===== src/rtl/writeback_stage_if.sv =====
// Row-result handshake and RAM write-port bundle for writeback_stage.
// The stage itself connects through the slave modport.
interface writeback_stage_if #(
    parameter int ADD_SIZE  = 16,
    parameter int DATA_SIZE = 16,
    parameter int ACC_SIZE  = 32
);
    logic                 init_start;
    logic                 res_valid;
    logic                 res_ready;
    logic [ACC_SIZE-1:0]  acc_in;
    logic                 mem_grant;
    logic                 mem_we;
    logic [ADD_SIZE-1:0]  mem_addr;
    logic [DATA_SIZE-1:0] mem_wdata;
    logic                 busy;
    logic                 vec_done;

    modport master (
        output init_start, res_valid, acc_in, mem_grant,
        input  res_ready, mem_we, mem_addr, mem_wdata, busy, vec_done
    );

    modport slave (
        input  init_start, res_valid, acc_in, mem_grant,
        output res_ready, mem_we, mem_addr, mem_wdata, busy, vec_done
    );
endinterface


===== src/rtl/writeback_stage.sv =====
// Euler writeback: rescales MAC row results, buffers them and writes the vector back to RAM.
// Optional build macro WB_SATURATE_EN: clamp rescaled results instead of wrapping them.
module writeback_stage #(
    parameter int                ADD_SIZE   = 16,
    parameter int                DATA_SIZE  = 16,
    parameter int                ACC_SIZE   = 32,
    parameter int                FRAC_BITS  = 8,
    parameter int                N_ROWS     = 50,
    parameter logic [ADD_SIZE-1:0] VEC_BASE = 16'h0000,
    parameter int                FIFO_DEPTH = 4
) (
    input  logic               clk,
    input  logic               reset,
    writeback_stage_if.slave   wb
);
    localparam int AW    = $clog2(FIFO_DEPTH);
    localparam int CNT_W = $clog2(N_ROWS + 1);
    localparam logic [CNT_W-1:0] ROWS_ALL  = CNT_W'(N_ROWS);
    localparam logic [CNT_W-1:0] ROWS_LAST = CNT_W'(N_ROWS - 1);

    localparam logic [1:0] IDLE = 2'd0;
    localparam logic [1:0] RUN  = 2'd1;
    localparam logic [1:0] DONE = 2'd2;

    logic [1:0]           state;
    logic [DATA_SIZE-1:0] fifo_mem [FIFO_DEPTH];
    logic [AW:0]          rd_ptr;
    logic [AW:0]          wr_ptr;
    logic [ADD_SIZE-1:0]  wb_ptr;
    logic [CNT_W-1:0]     acc_cnt;
    logic [CNT_W-1:0]     wr_cnt;
    logic [DATA_SIZE-1:0] wb_word;
    logic                 fifo_empty;
    logic                 fifo_full;
    logic                 running;
    logic                 push;
    logic                 pop;

    assign fifo_empty = (rd_ptr == wr_ptr);
    assign fifo_full  = (rd_ptr[AW] != wr_ptr[AW]) && (rd_ptr[AW-1:0] == wr_ptr[AW-1:0]);

    // Outputs are forced low while reset is asserted, even before the first reset edge.
    // A restart flushes the FIFO, so neither a push nor a pop is offered in that cycle.
    assign running      = (state == RUN) && !reset && !wb.init_start;
    assign wb.res_ready = running && !fifo_full && (acc_cnt < ROWS_ALL);
    assign wb.mem_we    = running && !fifo_empty && wb.mem_grant;
    assign wb.mem_addr  = reset ? '0 : wb_ptr;
    assign wb.mem_wdata = reset ? '0 : fifo_mem[rd_ptr[AW-1:0]];
    assign wb.busy      = !reset && (state != IDLE);
    assign wb.vec_done  = !reset && (state == DONE);

    assign push = wb.res_valid && wb.res_ready;
    assign pop  = wb.mem_we;

`ifdef WB_SATURATE_EN
    logic signed [ACC_SIZE-1:0]   scaled;
    logic [ACC_SIZE-DATA_SIZE:0]  upper;

    assign scaled = $signed(wb.acc_in) >>> FRAC_BITS;
    assign upper  = scaled[ACC_SIZE-1:DATA_SIZE-1];

    // NOTE: combinational logic uses blocking '=' and assigns a default first so no latch is inferred.
    always_comb begin
        wb_word = scaled[DATA_SIZE-1:0];
        if (!(&upper) && (|upper)) begin
            wb_word = upper[ACC_SIZE-DATA_SIZE] ? {1'b1, {(DATA_SIZE-1){1'b0}}}
                                                : {1'b0, {(DATA_SIZE-1){1'b1}}};
        end
    end
`else
    assign wb_word = DATA_SIZE'($signed(wb.acc_in) >>> FRAC_BITS);
`endif

    // NOTE: storage array carries no reset; the pointers alone define which entries are valid.
    always_ff @(posedge clk) begin
        if (push) begin
            fifo_mem[wr_ptr[AW-1:0]] <= wb_word;
        end
    end

    // NOTE: all sequential state uses non-blocking '<=' so every register sees pre-edge values.
    always_ff @(posedge clk) begin
        if (reset) begin
            state   <= IDLE;
            rd_ptr  <= '0;
            wr_ptr  <= '0;
            wb_ptr  <= VEC_BASE;
            acc_cnt <= '0;
            wr_cnt  <= '0;
        end else if (wb.init_start) begin
            state   <= RUN;
            rd_ptr  <= '0;
            wr_ptr  <= '0;
            wb_ptr  <= VEC_BASE;
            acc_cnt <= '0;
            wr_cnt  <= '0;
        end else begin
            if (push) begin
                wr_ptr  <= wr_ptr + (AW+1)'(1);
                acc_cnt <= acc_cnt + CNT_W'(1);
            end
            if (pop) begin
                rd_ptr <= rd_ptr + (AW+1)'(1);
                wb_ptr <= wb_ptr + ADD_SIZE'(1);
                wr_cnt <= wr_cnt + CNT_W'(1);
            end
            case (state)
                IDLE:    state <= IDLE;
                RUN:     if (pop && (wr_cnt == ROWS_LAST)) state <= DONE;
                DONE:    state <= IDLE;
                default: state <= IDLE;
            endcase
        end
    end
endmodule


===== src/flat_wrapper.sv =====
// flat-port wrapper written by rule: the top's interface ports become plain ports
module writeback_stage_flat 
#(
    parameter int                ADD_SIZE   = 16,
    parameter int                DATA_SIZE  = 16,
    parameter int                ACC_SIZE   = 32,
    parameter int                FRAC_BITS  = 8,
    parameter int                N_ROWS     = 50,
    parameter logic [ADD_SIZE-1:0] VEC_BASE = 16'h0000,
    parameter int                FIFO_DEPTH = 4
)
  (clk, reset, wb_init_start, wb_res_valid, wb_acc_in, wb_mem_grant, wb_res_ready, wb_mem_we, wb_mem_addr, wb_mem_wdata, wb_busy, wb_vec_done);
  writeback_stage_if #(.ADD_SIZE(ADD_SIZE), .DATA_SIZE(DATA_SIZE), .ACC_SIZE(ACC_SIZE)) wb_i ();
  input  logic clk;
  input  logic reset;
  input wire logic [$bits(wb_i.init_start)-1:0] wb_init_start;
  input wire logic [$bits(wb_i.res_valid)-1:0] wb_res_valid;
  input wire logic [$bits(wb_i.acc_in)-1:0] wb_acc_in;
  input wire logic [$bits(wb_i.mem_grant)-1:0] wb_mem_grant;
  output wire logic [$bits(wb_i.res_ready)-1:0] wb_res_ready;
  output wire logic [$bits(wb_i.mem_we)-1:0] wb_mem_we;
  output wire logic [$bits(wb_i.mem_addr)-1:0] wb_mem_addr;
  output wire logic [$bits(wb_i.mem_wdata)-1:0] wb_mem_wdata;
  output wire logic [$bits(wb_i.busy)-1:0] wb_busy;
  output wire logic [$bits(wb_i.vec_done)-1:0] wb_vec_done;
  assign wb_i.init_start = wb_init_start;
  assign wb_i.res_valid = wb_res_valid;
  assign wb_i.acc_in = wb_acc_in;
  assign wb_i.mem_grant = wb_mem_grant;
  assign wb_res_ready = wb_i.res_ready;
  assign wb_mem_we = wb_i.mem_we;
  assign wb_mem_addr = wb_i.mem_addr;
  assign wb_mem_wdata = wb_i.mem_wdata;
  assign wb_busy = wb_i.busy;
  assign wb_vec_done = wb_i.vec_done;
  writeback_stage #(.ADD_SIZE(ADD_SIZE), .DATA_SIZE(DATA_SIZE), .ACC_SIZE(ACC_SIZE), .FRAC_BITS(FRAC_BITS), .N_ROWS(N_ROWS), .VEC_BASE(VEC_BASE), .FIFO_DEPTH(FIFO_DEPTH)) u_core (.clk(clk), .reset(reset), .wb(wb_i));
endmodule

===== config.mk =====
export PLATFORM = sky130hd
export DESIGN_NAME = writeback_stage_flat
export DESIGN_NICKNAME = d
export VERILOG_FILES = /design/src/rtl/writeback_stage_if.sv /design/src/rtl/writeback_stage.sv /design/src/flat_wrapper.sv
export SDC_FILE = /design/constraint.sdc
export NUM_CORES = 1
export LEC_CHECK = 0
export ABC_AREA = 1
export BUFFER_PORTS_ARGS = -buffer_cell sky130_fd_sc_hd__buf_4
export CORE_MARGIN = 8
export CORE_UTILIZATION = 45
export CTS_CLUSTER_DIAMETER = 40
export DETAILED_ROUTE_END_ITERATION = 6
export PLACE_DENSITY = 0.79
export SLEW_MARGIN = 20
export SYNTH_ARGS = -nofsm -noshare
export SYNTH_HDL_FRONTEND = slang
export SYNTH_SLANG_ARGS = --single-unit

===== constraint.sdc =====
create_clock -name clk -period 2.2 [get_ports clk]
set_clock_uncertainty 0.1 [all_clocks]
set_input_delay 0.22 -clock clk [delete_from_list [all_inputs] [get_ports clk]]
set_output_delay 0.22 -clock clk [all_outputs]
set_load 0.01 [all_outputs]

### After elaboration in Yosys (flattened, before gate mapping)

Memories as Yosys holds them, arrays and structs flattened. A register that Yosys moved wholly into a read port is not among the register bits.
Index checks and enable logic that the tools add are counted.

* memory bits (writable): 64
* output and inout port bits: 36
* flip-flop bits (word level): 36
* memories: 1
* bits of input ports: 37

Memory list
* u_core.fifo_mem: depth 4, bits a word 16, read ports 1, clocked after Yosys merged registers in 1, wr ports 1, RTL line writeback_stage.sv:26 `logic [DATA_SIZE-1:0] fifo_mem [FIFO_DEPTH];`

* order comparisons: 1
* equality and inequality tests: 7
* bitwise operators: 1
* mux-type cells: 9
* add/subtract/negate cells: 5
* reductions and logical operators: 18

Operator list (number)
* $mux 16: 2
* $add 16x1->16 const B: 1
* $add 6x1->6 const B: 2
* $logic_and 1x1->1: 11
* $add 3x1->3 const B: 2
* $eq 6x6->1 const B: 1
* $lt 6x6->1 const B: 1
* $mux 1: 5
* $logic_not 1->1: 4
* $mux 2: 2
* $eq 3x3->1: 1
* $ne 3x3->1 const B: 1
* $reduce_or 3->1: 1
* $eq 2x1->1 const B: 1
* $eq 2x2->1: 1
* $eq 2x2->1 const B: 1
* $reduce_bool 2->1: 1
* $reduce_or 2->1: 1
* $ne 1x1->1: 1
* $not 1->1: 1

### Longest topological paths before layout

* depth in word-level cells: 9
* gate-level depth with buffers: 9
* depth with buffers taken out: 8

### Worst setup path before layout

No wires, ideal clock.

* path kind: flip-flop to flip-flop
* from: register u_core.state[0]
* to: memory u_core.fifo_mem[0][0], enable pin
* buffers on the path: 1
* stages on the path, launching flop included: 8
* data required time: 1.711 ns
* arrival: 1.737 ns
* setup slack: -0.025 ns
* setup time: 0.389 ns
* cell sequence: dfxtp_1 > inv_1 > nor2_1 > nand2_2 > nor2_4 > nand3_4 > buf_6 > nor2_1

* cells in the longest elaborated chain, start to end: 8

RTL lines
* from (decl): RTL line writeback_stage.sv:25 `logic [1:0] state;`
* from (signal assigned): RTL line writeback_stage.sv:84 `state <= IDLE;`
* from (signal assigned): RTL line writeback_stage.sv:91 `state <= RUN;`
* from (signal assigned): RTL line writeback_stage.sv:108 `IDLE: state <= IDLE;`
* $eq 2x1->1: RTL line writeback_stage.sv:44 `assign running = (state == RUN) && !reset && !wb.init_start;`
* $logic_and 1x1->1 (2 in a row): RTL line writeback_stage.sv:44
* $logic_and 1x1->1 (2 in a row): RTL line writeback_stage.sv:45 `assign wb.res_ready = running && !fifo_full && (acc_cnt < ROWS_ALL);`
* $logic_and 1x1->1: RTL line writeback_stage.sv:52 `assign push = wb.res_valid && wb.res_ready;`
* $mux 1: RTL line writeback_stage.sv:76 `if (push) begin`
* $mux 1 (not written as such): RTL line writeback_stage.sv:77 `fifo_mem[wr_ptr[AW-1:0]] <= wb_word;`
* to (decl): RTL line writeback_stage.sv:26

Every way passes these cells.

### Worst setup path in the final report

* from: register u_core.wr_ptr[0]
* to: output port wb_mem_we

* cells in the longest elaborated chain, start to end: 4

RTL lines
* from (decl): RTL line writeback_stage.sv:28 `logic [AW:0] wr_ptr;`
* from (signal assigned): RTL line writeback_stage.sv:99 `wr_ptr <= wr_ptr + (AW+1)'(1);`
* $eq 3x3->1: RTL line writeback_stage.sv:39 `assign fifo_empty = (rd_ptr == wr_ptr);`
* $logic_not 1->1: RTL line writeback_stage.sv:46 `assign wb.mem_we = running && !fifo_empty && wb.mem_grant;`
* $logic_and 1x1->1 (2 in a row): RTL line writeback_stage.sv:46
* to (decl): RTL line flat_wrapper.sv:21 `output wire logic [$bits(wb_i.mem_we)-1:0] wb_mem_we;`

Every way passes these cells.

==> out/summary.txt <==
Status: finished, final reports clean
Sequence of cells on the critical path: inv_2 > nand2_1 > nand2_1 > nand3_2 > nand2_2 > inv_2 > buf_4
Vias per inst: 5.02
GRT overflow: 0
Wire per inst: 14.3 um
Row cnt: 37
Count of TritonRoute iterations in the first routing pass: 4
Leakage power: 2.13 nW
Setup-failing EPs final: 0
Gp weighted congestion: 0.879
Mapped Area: 0.00472 mm2
Hold WS: 19.8 ps
Chip Width: 118 um
Max incr delay on CP: 420 ps
Worst vdd ir: 368 uV
Power Density: 592 mW/mm2
Commonest cells in the netlist: nor2_1, nand2_1, edfxtp_1
Worst setup EP type: output port
Synth top area share: 0.407
Yosys top cell by area: edfxtp_1
Largest net degree at the start of global routing: 36
Routed Antenna Nets: 0
Slew @ Worst Pin: 804 ps
HPWL Detailed: 6730 um
Sw frac: 0.239
Post-synth EDFFs: 64
Total net switching power: 801 uW
Die Span Y: 118 um
Worst hold path type: in -> reg
IO Pins: 73
Crit path required time: 1880 ps
Combinational Power Share: 0.046
Post-CTS Setup Bufs: 0
Hold Fails Final Rpt: 0
Synth Flop Type: edfxtp_1
GRT Total Usage: 0.145
Clk root buf: clkbuf_8
Total of warnings raised by yosys: 0
Crit path arrival time: 1730 ps
CTS H-Tree Depth: 3
IO Port Bufs: 56
Crit-path slowest cell: dfxtp_1
Filler Cells Inserted: 920
Crit Path Class: reg -> out
Ant diodes: 0
RSZ-0062 raised after global routing: no
WL final: 10400 um
Synth async-reset ratio: 0
Synth Net Count: 568
Top-count cell post-synth: nor2_1
P_int: 2.55 mW
Routed vias: 3673
CTS buffer count: 9
Nets: 636
Cell variety after synth: 27
Worst-path clk slew: 110 ps
Fmax: 0.489 GHz
Placed Cells: 698
Die area: 0.0140 mm2
Share of cells above drive strength 1: 0.165
Initial antenna violation count: 0
Crit share post-route: 0.930
Dominant cells by area after synthesis: edfxtp_1, dfxtp_1, nor2_1, nand2_1, a21oi_1
Fin cells: 731
Worst-path maximum fanout: 20
Synthesis-to-finish area growth: 20.1%
Max Root-Sink Buffers: 2
Post-Syn Area per Cell: 9.04 um2
Tmin final: 2050 ps
Pins Over Slew Limit: 0
Initial Util: 0.459
First-pass GRT wire length: 16800 um
Power share of the clock group: 0.346
Number of synthesized register bits: 102
Startpoint types: register
Sequential group share of total power: 0.607
Core ar.: 0.0103 mm2
Register area share after synthesis: 0.568
CTS tree: done
TritonCTS Sinks: 102
Clk_lat worst skew: 370 ps
Vias in the first global route: 3618
Max Cap Violations: 0
DRT iter0 DRCs: 296
Mapped Cells: 522
Relative slew slack: 0.463
DRC: 0
## metrics by stage
stage | worst slack [ps] | power, mW | utilization | setup TNS, ps | instance area (um2)
after global placement | 301 | 2.21 | 0.515 | 0 | 5290
after floorplan | -25.1 | 2.14 | - | -1610 | 4720
after global routing | 40.1 | 3.48 | 0.552 | 0 | 5670
after detailed placement | 260 | 2.21 | 0.515 | 0 | 5290
final | 155 | 3.35 | 0.552 | 0 | 5670
after CTS | 71.5 | 3.38 | 0.550 | 0 | 5650
## repair_timing
action,4_1_cts,5_1_grt
cloned,0,1
endpoints found under the setup margin,7,15
hold buffers,16,0
gates resized for setup,1,4
hold endpoints to repair,64,0
## path summary, 6_finish.rpt
kind	startpoint	end	slack, ps	cells after the start
min	wb_init_start	u_core.state[0]	20	3
max	u_core.wr_ptr[0]	wb_mem_we	150	7
min reg2reg	u_core.acc_cnt[5]	u_core.acc_cnt[5]	360	2
max reg2reg	u_core.state[0]	u_core.fifo_mem[3][1]	290	7
## layer usage
metal | wire length, um | GRT usage | part of all wire | vias up
li1 | - | - | - | 1845
met5 | 0 | 0 | 0 | -
met3 | 547 | 0.0352 | 0.052 | 13
met1 | 4610 | 0.173 | 0.44 | 1715
met4 | 116 | 0.0419 | 0.011 | 0
met2 | 5150 | 0.254 | 0.49 | 100
## layout by cell type, fill, tap and decap left out, types with 3 or more instances in the layout
| cell | count |
|---|---|
| a21oi_1 | 46 |
| clkbuf_8 | 9 |
| buf_4 | 59 |
| nor2_1 | 112 |
| edfxtp_1 | 64 |
| nand4_1 | 10 |
| inv_1 | 43 |
| buf_12 | 4 |
| clkinvlp_4 | 3 |
| dfxtp_1 | 37 |
| o21ai_0 | 42 |
| dlygate4sd3_1 | 16 |
| nor2_4 | 3 |
| nor3_1 | 4 |
| nand2_1 | 85 |
| ha_1 | 9 |
| xor2_1 | 14 |
| nand3_1 | 11 |
## power by group through the flow
stage / clock, mW / combinational (mW) / sequential, mW
finish: 1.16 / 0.155 / 2.04
global route: 1.27 / 0.171 / 2.04
CTS: 1.19 / 0.156 / 2.04
detailed placement: 0 / 0.132 / 2.08
global placement: 0 / 0.126 / 2.08
floorplan: 0 / 0.0576 / 2.08
## area by class of cell
cell class,count,area [um2],share of cell area
Sequential cell,102,2680,0.473
Multi-Input combinational cell,350,1740,0.306
Timing Repair Buffer,80,698,0.123
Inverter,46,176,0.0311
Tap cell,136,170,0.0300
Clock buffer,9,124,0.0218
Clock inverter,7,72.6,0.0128
Timing Repair inverter,1,7.51,0.00132
## cells by family after synthesis
logic type / after synthesis / share of synthesized area
and+or+nand+nor: 233 / 0.213
DFF: 102 / 0.568
AOI/OAI and AO/OA: 91 / 0.0981
buffers and inverters: 70 / 0.0639
xor gates and xnor gates: 17 / 0.0331
adders and majority gates: 9 / 0.0239
## registers in the layout (all words and copies together), names as in the netlist, named ones only
register / count
u_core.fifo_mem: 64
u_core.wb_ptr: 16
u_core.acc_cnt: 6
u_core.wr_cnt: 6
u_core.rd_ptr: 3
u_core.wr_ptr: 3
u_core.state: 2
## worst max-delay path: cells and delay by family (launching register included)
kind / cells / cell delay (ps)
DFF: 1 / 420
and+or+nand+nor: 4 / 380
buffers and inverters: 3 / 550
Note: power is estimated with default switching activity, not from simulation.
